### config.mk
export PLATFORM = sky130hd
export DESIGN_NAME = sha256_msg_schedule_flat
export DESIGN_NICKNAME = d
export VERILOG_FILES = /design/src/rtl/sha256_msg_schedule_if.sv /design/src/rtl/sha256_msg_schedule.sv /design/src/flat_wrapper.sv
export SDC_FILE = /design/constraint.sdc
export NUM_CORES = 2
export LEC_CHECK = 0
export ABC_AREA = 1
export BUFFER_PORTS_ARGS = -buffer_cell sky130_fd_sc_hd__buf_2
export CORE_AREA = 2 2 240 242
export CTS_BUF_LIST = sky130_fd_sc_hd__clkbuf_8
export DETAILED_ROUTE_END_ITERATION = 8
export DIE_AREA = 0 0 242 244
export PLACE_DENSITY = 0.81
export SLEW_MARGIN = 20
export SYNTH_ARGS = -nofsm -noshare
export SYNTH_HDL_FRONTEND = slang
export SYNTH_SLANG_ARGS = --single-unit
### constraint.sdc
create_clock -name clk -period 16.6 [get_ports clk]
set_clock_uncertainty 0.05 [all_clocks]
set_input_delay 2.49 -clock clk [delete_from_list [all_inputs] [get_ports clk]]
set_output_delay 2.49 -clock clk [all_outputs]
set_load 0.03 [all_outputs]
### src/rtl/sha256_msg_schedule_if.sv
// Block-in / schedule-word-out bus between the SHA-256 message schedule and
// its environment (block source and round datapath).
interface sha256_msg_schedule_if;
  logic         blk_valid;
  logic         blk_ready;
  logic [511:0] blk_data;
  logic [31:0]  w_out;
  logic [5:0]   w_select;
  logic         w_valid;
  logic         w_ready;
  logic         w_last;
  logic         busy;

  modport master (
    input  blk_valid, blk_data, w_ready,
    output blk_ready, w_out, w_select, w_valid, w_last, busy
  );

  modport slave (
    output blk_valid, blk_data, w_ready,
    input  blk_ready, w_out, w_select, w_valid, w_last, busy
  );
endinterface

### src/rtl/sha256_msg_schedule.sv
// SHA-256 message schedule: loads a 512-bit block into a 16-word window and
// streams W0..W(ROUNDS-1) with their round index over a valid/ready handshake.
module sha256_msg_schedule #(
  parameter int ROUNDS = 64
) (
  input logic                  clk,
  input logic                  rst,
  sha256_msg_schedule_if.master bus
);

  localparam logic [5:0] LAST_T = 6'(ROUNDS - 1);

  typedef enum logic {IDLE = 1'b0, RUN = 1'b1} state_t;

  state_t      state_r;
  state_t      state_nxt_s;
  logic [31:0] win_r [16];
  logic [5:0]  t_r;
  logic        last_r;
  logic        accept_s;
  logic        fire_s;
  logic [31:0] w_new_s;
  logic        blk_ready_s;
  logic        w_valid_s;
  logic        busy_s;

  function automatic logic [31:0] sig0(input logic [31:0] x);
    return {x[6:0], x[31:7]} ^ {x[17:0], x[31:18]} ^ (x >> 5'd3);
  endfunction

  function automatic logic [31:0] sig1(input logic [31:0] x);
    return {x[16:0], x[31:17]} ^ {x[18:0], x[31:19]} ^ (x >> 5'd10);
  endfunction

  assign accept_s = (state_r == IDLE) && bus.blk_valid;
  assign fire_s   = (state_r == RUN) && bus.w_ready;
  // Expansion uses the pre-shift window: win[0] is W[t], so win[15] becomes W[t+16].
  assign w_new_s  = sig1(win_r[14]) + win_r[9] + sig0(win_r[1]) + win_r[0];

  // State register
  always_ff @(posedge clk or posedge rst) begin
    if (rst) state_r <= IDLE;
    else     state_r <= state_nxt_s;
  end

  // Next-state logic
  always_comb begin
    state_nxt_s = state_r;
    case (state_r)
      IDLE: begin
        if (accept_s) state_nxt_s = RUN;
        else          state_nxt_s = IDLE;
      end
      RUN: begin
        if (fire_s && last_r) state_nxt_s = IDLE;
        else                  state_nxt_s = RUN;
      end
      default: state_nxt_s = IDLE;
    endcase
  end

  // Handshake outputs decoded from the state register
  always_comb begin
    blk_ready_s = 1'b1;
    w_valid_s   = 1'b0;
    busy_s      = 1'b0;
    case (state_r)
      IDLE: begin
        blk_ready_s = 1'b1;
        w_valid_s   = 1'b0;
        busy_s      = 1'b0;
      end
      RUN: begin
        blk_ready_s = 1'b0;
        w_valid_s   = 1'b1;
        busy_s      = 1'b1;
      end
      default: begin
        blk_ready_s = 1'b1;
        w_valid_s   = 1'b0;
        busy_s      = 1'b0;
      end
    endcase
  end

  // Sliding window, round index and last flag
  always_ff @(posedge clk or posedge rst) begin
    if (rst) begin
      for (int i = 0; i < 16; i++) win_r[i] <= 32'd0;
      t_r    <= 6'd0;
      last_r <= 1'b0;
    end else if (accept_s) begin
      for (int i = 0; i < 16; i++) win_r[i] <= bus.blk_data[32*(15-i) +: 32];
      t_r    <= 6'd0;
      last_r <= (LAST_T == 6'd0);
    end else if (fire_s && !last_r) begin
      for (int i = 0; i < 15; i++) win_r[i] <= win_r[i+1];
      win_r[15] <= w_new_s;
      t_r       <= t_r + 6'd1;
      last_r    <= ((t_r + 6'd1) == LAST_T);
    end else if (fire_s) begin
      // Final word consumed: park the index so w_last cannot linger in IDLE.
      t_r    <= 6'd0;
      last_r <= 1'b0;
    end
  end

  assign bus.w_out     = win_r[0];
  assign bus.w_select  = t_r;
  assign bus.w_last    = last_r;
  assign bus.w_valid   = w_valid_s;
  assign bus.blk_ready = blk_ready_s;
  assign bus.busy      = busy_s;

endmodule

### src/flat_wrapper.sv
// flat-port wrapper written by rule: the top's interface ports become plain ports
module sha256_msg_schedule_flat 
#(
  parameter int ROUNDS = 64
)
  (clk, rst, bus_blk_valid, bus_blk_data, bus_w_ready, bus_blk_ready, bus_w_out, bus_w_select, bus_w_valid, bus_w_last, bus_busy);
  sha256_msg_schedule_if bus_i ();
  input logic clk;
  input logic rst;
  input wire logic [$bits(bus_i.blk_valid)-1:0] bus_blk_valid;
  input wire logic [$bits(bus_i.blk_data)-1:0] bus_blk_data;
  input wire logic [$bits(bus_i.w_ready)-1:0] bus_w_ready;
  output wire logic [$bits(bus_i.blk_ready)-1:0] bus_blk_ready;
  output wire logic [$bits(bus_i.w_out)-1:0] bus_w_out;
  output wire logic [$bits(bus_i.w_select)-1:0] bus_w_select;
  output wire logic [$bits(bus_i.w_valid)-1:0] bus_w_valid;
  output wire logic [$bits(bus_i.w_last)-1:0] bus_w_last;
  output wire logic [$bits(bus_i.busy)-1:0] bus_busy;
  assign bus_i.blk_valid = bus_blk_valid;
  assign bus_i.blk_data = bus_blk_data;
  assign bus_i.w_ready = bus_w_ready;
  assign bus_blk_ready = bus_i.blk_ready;
  assign bus_w_out = bus_i.w_out;
  assign bus_w_select = bus_i.w_select;
  assign bus_w_valid = bus_i.w_valid;
  assign bus_w_last = bus_i.w_last;
  assign bus_busy = bus_i.busy;
  sha256_msg_schedule #(.ROUNDS(ROUNDS)) u_core (.clk(clk), .rst(rst), .bus(bus_i));
endmodule
## Yosys cells after proc, flatten, opt, wreduce, memory -nomap -nowiden

Index checks and enable logic that the tools add are counted.
Widths: inputs -> output; s select.

- Register bits after elaboration: 520
- Output and inout port bits: 42
- Word-level logic and storage cells: 49

- Add/sub/neg operators: 4
- Equal/unequal tests: 1
- Multiplexer cells: 13
- Bitwise gates (word level): 5
- Reductions and logical operators: 7

Operator list:

| cell | number |
|---|---|
| $mux 512 | 2 |
| $add 32x32->32 | 3 |
| $xor 32x32->32 | 2 |
| $xor 32x22->32 | 1 |
| $xor 32x29->32 | 1 |
| $mux 6 | 3 |
| $add 6x1->6 const B | 1 |
| $eq 6x6->1 const B | 1 |
| $pmux 1 s2 | 3 |
| $mux 1 | 5 |
| $logic_and 1x1->1 | 4 |
| $reduce_bool 3->1 | 1 |
| $reduce_bool 2->1 | 1 |
| $logic_not 1->1 | 1 |
| $not 1->1 | 1 |

## Longest topological paths before layout

- Depth in word-level cells: 7
- Gate-level depth with buffers: 21

## Least setup slack after synthesis

OpenSTA, ideal clock, no wires.

- Path type: input port to flip-flop
- From: input bus_w_ready
- To: register u_core.win_r[100] (netlist name)
- Arrival time: 3457 ps
- Required time: 16423 ps
- Slack: 12966 ps
- Cell stages on the path: 8
- Path buffers: 3
- Cell sequence: nand2_1 > nor2_4 > nor2_8 > inv_4 > buf_6 > buf_4 > buf_4 > a31oi_1

- Longest elaborated chain between the ends: 3

RTL lines:

| item | line | source |
|---|---|---|
| start: declaration | flat_wrapper.sv:12 | `input wire logic [$bits(bus_i.w_ready)-1:0] bus_w_ready;` |
| $logic_and 1x1->1 | sha256_msg_schedule.sv:36 | `assign fire_s = (state_r == RUN) && bus.w_ready;` |
| $logic_and 1x1->1 | sha256_msg_schedule.sv:96 | `end else if (fire_s && !last_r) begin` |
| $reduce_bool 2->1 (no line) | - |  |
| end: declaration | sha256_msg_schedule.sv:17 | `logic [31:0] win_r [16];` |

No other way between the ends.
A chain may end at the register's enable or synchronous reset.

## Worst setup path in the final report

- From: input bus_blk_valid
- To: register u_core.win_r[436] (netlist name)

- Longest elaborated chain between the ends: 2
- Elaborated cells on any way between the ends: 3
- Classes of those cells: 1 x mux; 2 x reduce/logical

RTL lines:

| item | line | source |
|---|---|---|
| start: declaration | flat_wrapper.sv:10 | `input wire logic [$bits(bus_i.blk_valid)-1:0] bus_blk_valid;` |
| $logic_and 1x1->1 (*) | sha256_msg_schedule.sv:35 | `assign accept_s = (state_r == IDLE) && bus.blk_valid;` |
| $mux 512 or $reduce_bool 2->1 (tied branches) | - |  |

Mark *: on every way between the ends. The rest lies on a longest branch, timed or not.

==> results_dict.tcl <==
set metrics [dict create \
    io_pins 558 \
    drt_iter0_markers 3301 \
    startpoint_type "input pin" \
    wirelength_mm 102 \
    antenna_found_initial 7 \
    coreArea_sq_mm 0.0562 \
    hold_class "register to register" \
    yosysSeqAreaShare 0.446 \
    synth.ff_latch_count 520 \
    worst-path-max-fanout 264 \
    vias_per_cell 5.51 \
    cp_data_arrival_time_ps 7040 \
    start_util 0.519 \
    fin_area_sq_mm 0.0333 \
    fmax_mhz 154 \
    ant_nets 0 \
    finalSetupTns_ps 0 \
    hold-path-cell-count 2 \
    syn-num-nets 4359 \
    grt_pass1_wl_mm 150 \
    cts-resized-gates 0 \
    drv_slew 0 \
    clockBufferDepth 3 \
    post-route-period-util 0.391 \
    whs_ps 433 \
    cts_buffers 87 \
    place_area_sq_mm 0.0317 \
    drcViolationCount 0 \
    postCtsHoldBufs 0 \
    vias 27300 \
    cts.sinks 520 \
    rsz0062_at_grt "no" \
    cts-htree-levels 3 \
    critPathKind "input pin to register" \
    postCtsSetupRepairBufs 0 \
    layout-drive-gt1-share 0.165 \
    end_kind "register" \
    rows 87 \
    grt_pass1_vias 25000 \
    min_period_ps 6500 \
    gr-usage-all-layers 0.338 \
    syn2layout_area_growth_pct 14.4 \
    portBuffers 557 \
    yosysUniqueCellTypes 31 \
    synth_warnings 0 \
    final_net_count 4737 \
    syn_avg_cell_area_sq_um 7.78 \
    place_hpwl_mm 77.4 \
    outcome "finished, final reports clean" \
    cts_tree "yes" \
    dieArea_sq_mm 0.0590 \
    required_ps 17140 \
    reg2regPathDepth 9 \
    multi_input_area_sq_mm 0.0133 \
    wire_per_inst_um 20.6 \
    overflow 0 \
    fillers 5175 \
    finalSetupViolations 0 \
    synthesis.area_sq_mm 0.0291 \
    dpl_worst_slack_ps 9720 \
    cts-root-buf "clkbuf_8" \
    dr.pass1.iters 8 \
    dieHeight_um 244 \
    drv_cap 0 \
    hold_viol 0 \
    gp_congestion 0.977 \
    relSlewSlack 0.240 \
    syn_inst 3748 \
    tightestPinTransition_ps 1140 \
    regArea_sq_mm 0.0130 \
    die_w_um 242 \
    path_clk_slew_ps 60 \
    grt_max_degree 274 \
    insertion_delay_ps 700 \
    timing.final.ws_setup_ps 10100 \
]
[area by class of cell]
type                       instances  area share
antenna                            5    0.000375
clock buffer                     100      0.0413
clock inverter                    55     0.00908
inverter                         377      0.0434
multi-input combinational       2566       0.398
sequential                       520       0.390
tap                              756      0.0284
timing repair buffer             574      0.0891
[worst paths after layout]
kind / endpoint / from / slack (ps)
worst max-delay path: u_core.win_r[436] / bus_blk_valid / 10100
worst min-delay path: u_core.win_r[31] / u_core.win_r[31] / 430
worst max register to register: u_core.win_r[436] / u_core.state_r / 11510
worst min register to register: u_core.win_r[31] / u_core.win_r[31] / 430
max in group asynchronous: u_core.win_r[185] / rst / 11330
min in group asynchronous: u_core.win_r[396] / rst / 2030
[critical path, cell delays in order]
cell	delay, ps
buf_2	140
nand2_8	390
clkinv_8	660
nor2_8	250
inv_16	490
buf_4	790
buf_4	890
o211ai_1	180
o21ai_0	170
[kinds of logic (layout without fill, tap and decap cells)]
| kind of cell | Yosys count | in the layout | synth area share |
|---|---|---|---|
| buffers and inverters | 662 | 1106 | 0.0984 |
| DFF | 520 | 520 | 0.446 |
| AOI/OAI and AO/OA | 643 | 643 | 0.136 |
| and+or+nand+nor | 1693 | 1693 | 0.222 |
| xor gates and xnor gates | 135 | 135 | 0.0406 |
| adders and majority gates | 95 | 95 | 0.0568 |
| other | 0 | 5 | 0 |
[state kept, by name (all words and copies together) (netlist names)]
name	cells
u_core.state_r	1
u_core.bus.w_last	1
u_core.bus.w_select	6
u_core.win_r	480
u_core.bus.w_out	32
[synthesized netlist by cell type (all sizes together)]
master,count,share of area
a21oi,20,0.0034
a31oi,400,0.086
a32o,1,0.00034
and2,1,0.00021
buf,147,0.032
clkbuf,138,0.018
dfrtp,520,0.45
fa,62,0.043
ha,33,0.014
inv,377,0.049
nand2,1178,0.15
nand3,52,0.0089
nand4,3,0.00064
nor2,453,0.059
nor3,6,0.0010
o211ai,90,0.023
o21ai,125,0.021
o21bai,4,0.0010
o22ai,2,0.00043
o32ai,1,0.00030
xnor2,74,0.022
xor2,61,0.018
[metrics by stage]
stage,utilization,std cells
detailed placement,0.563,4793
finish,0.594,4953
global placement,0.563,4793
global route,0.594,4948
CTS,0.593,4948
floorplan,-,3748
[cells in the final DEF (no fill, tap or decap), drive strengths merged, types with 3 or more instances in the layout]
master,count
a21oi,20
a31oi,400
buf,574
clkbuf,100
clkinv,6
clkinvlp,4
dfrtp,520
diode,5
fa,62
ha,33
inv,420
nand2,1178
nand3,52
nand4,3
nor2,453
nor3,6
o211ai,90
o21ai,125
o21bai,4
xnor2,74
xor2,61
[metal layers]
layer  up-vias  share of wire  GRT usage
met4        14          0.045      0.149
met1     12900           0.41      0.469
met5         -        0.00089          0
li1      12700              -          -
met2      1401           0.46      0.520
met3       215          0.090     0.0652
Power is left out: the tool's default activity adds up to more than one toggle a clock period on the data nets, which glitch-free logic cannot reach.
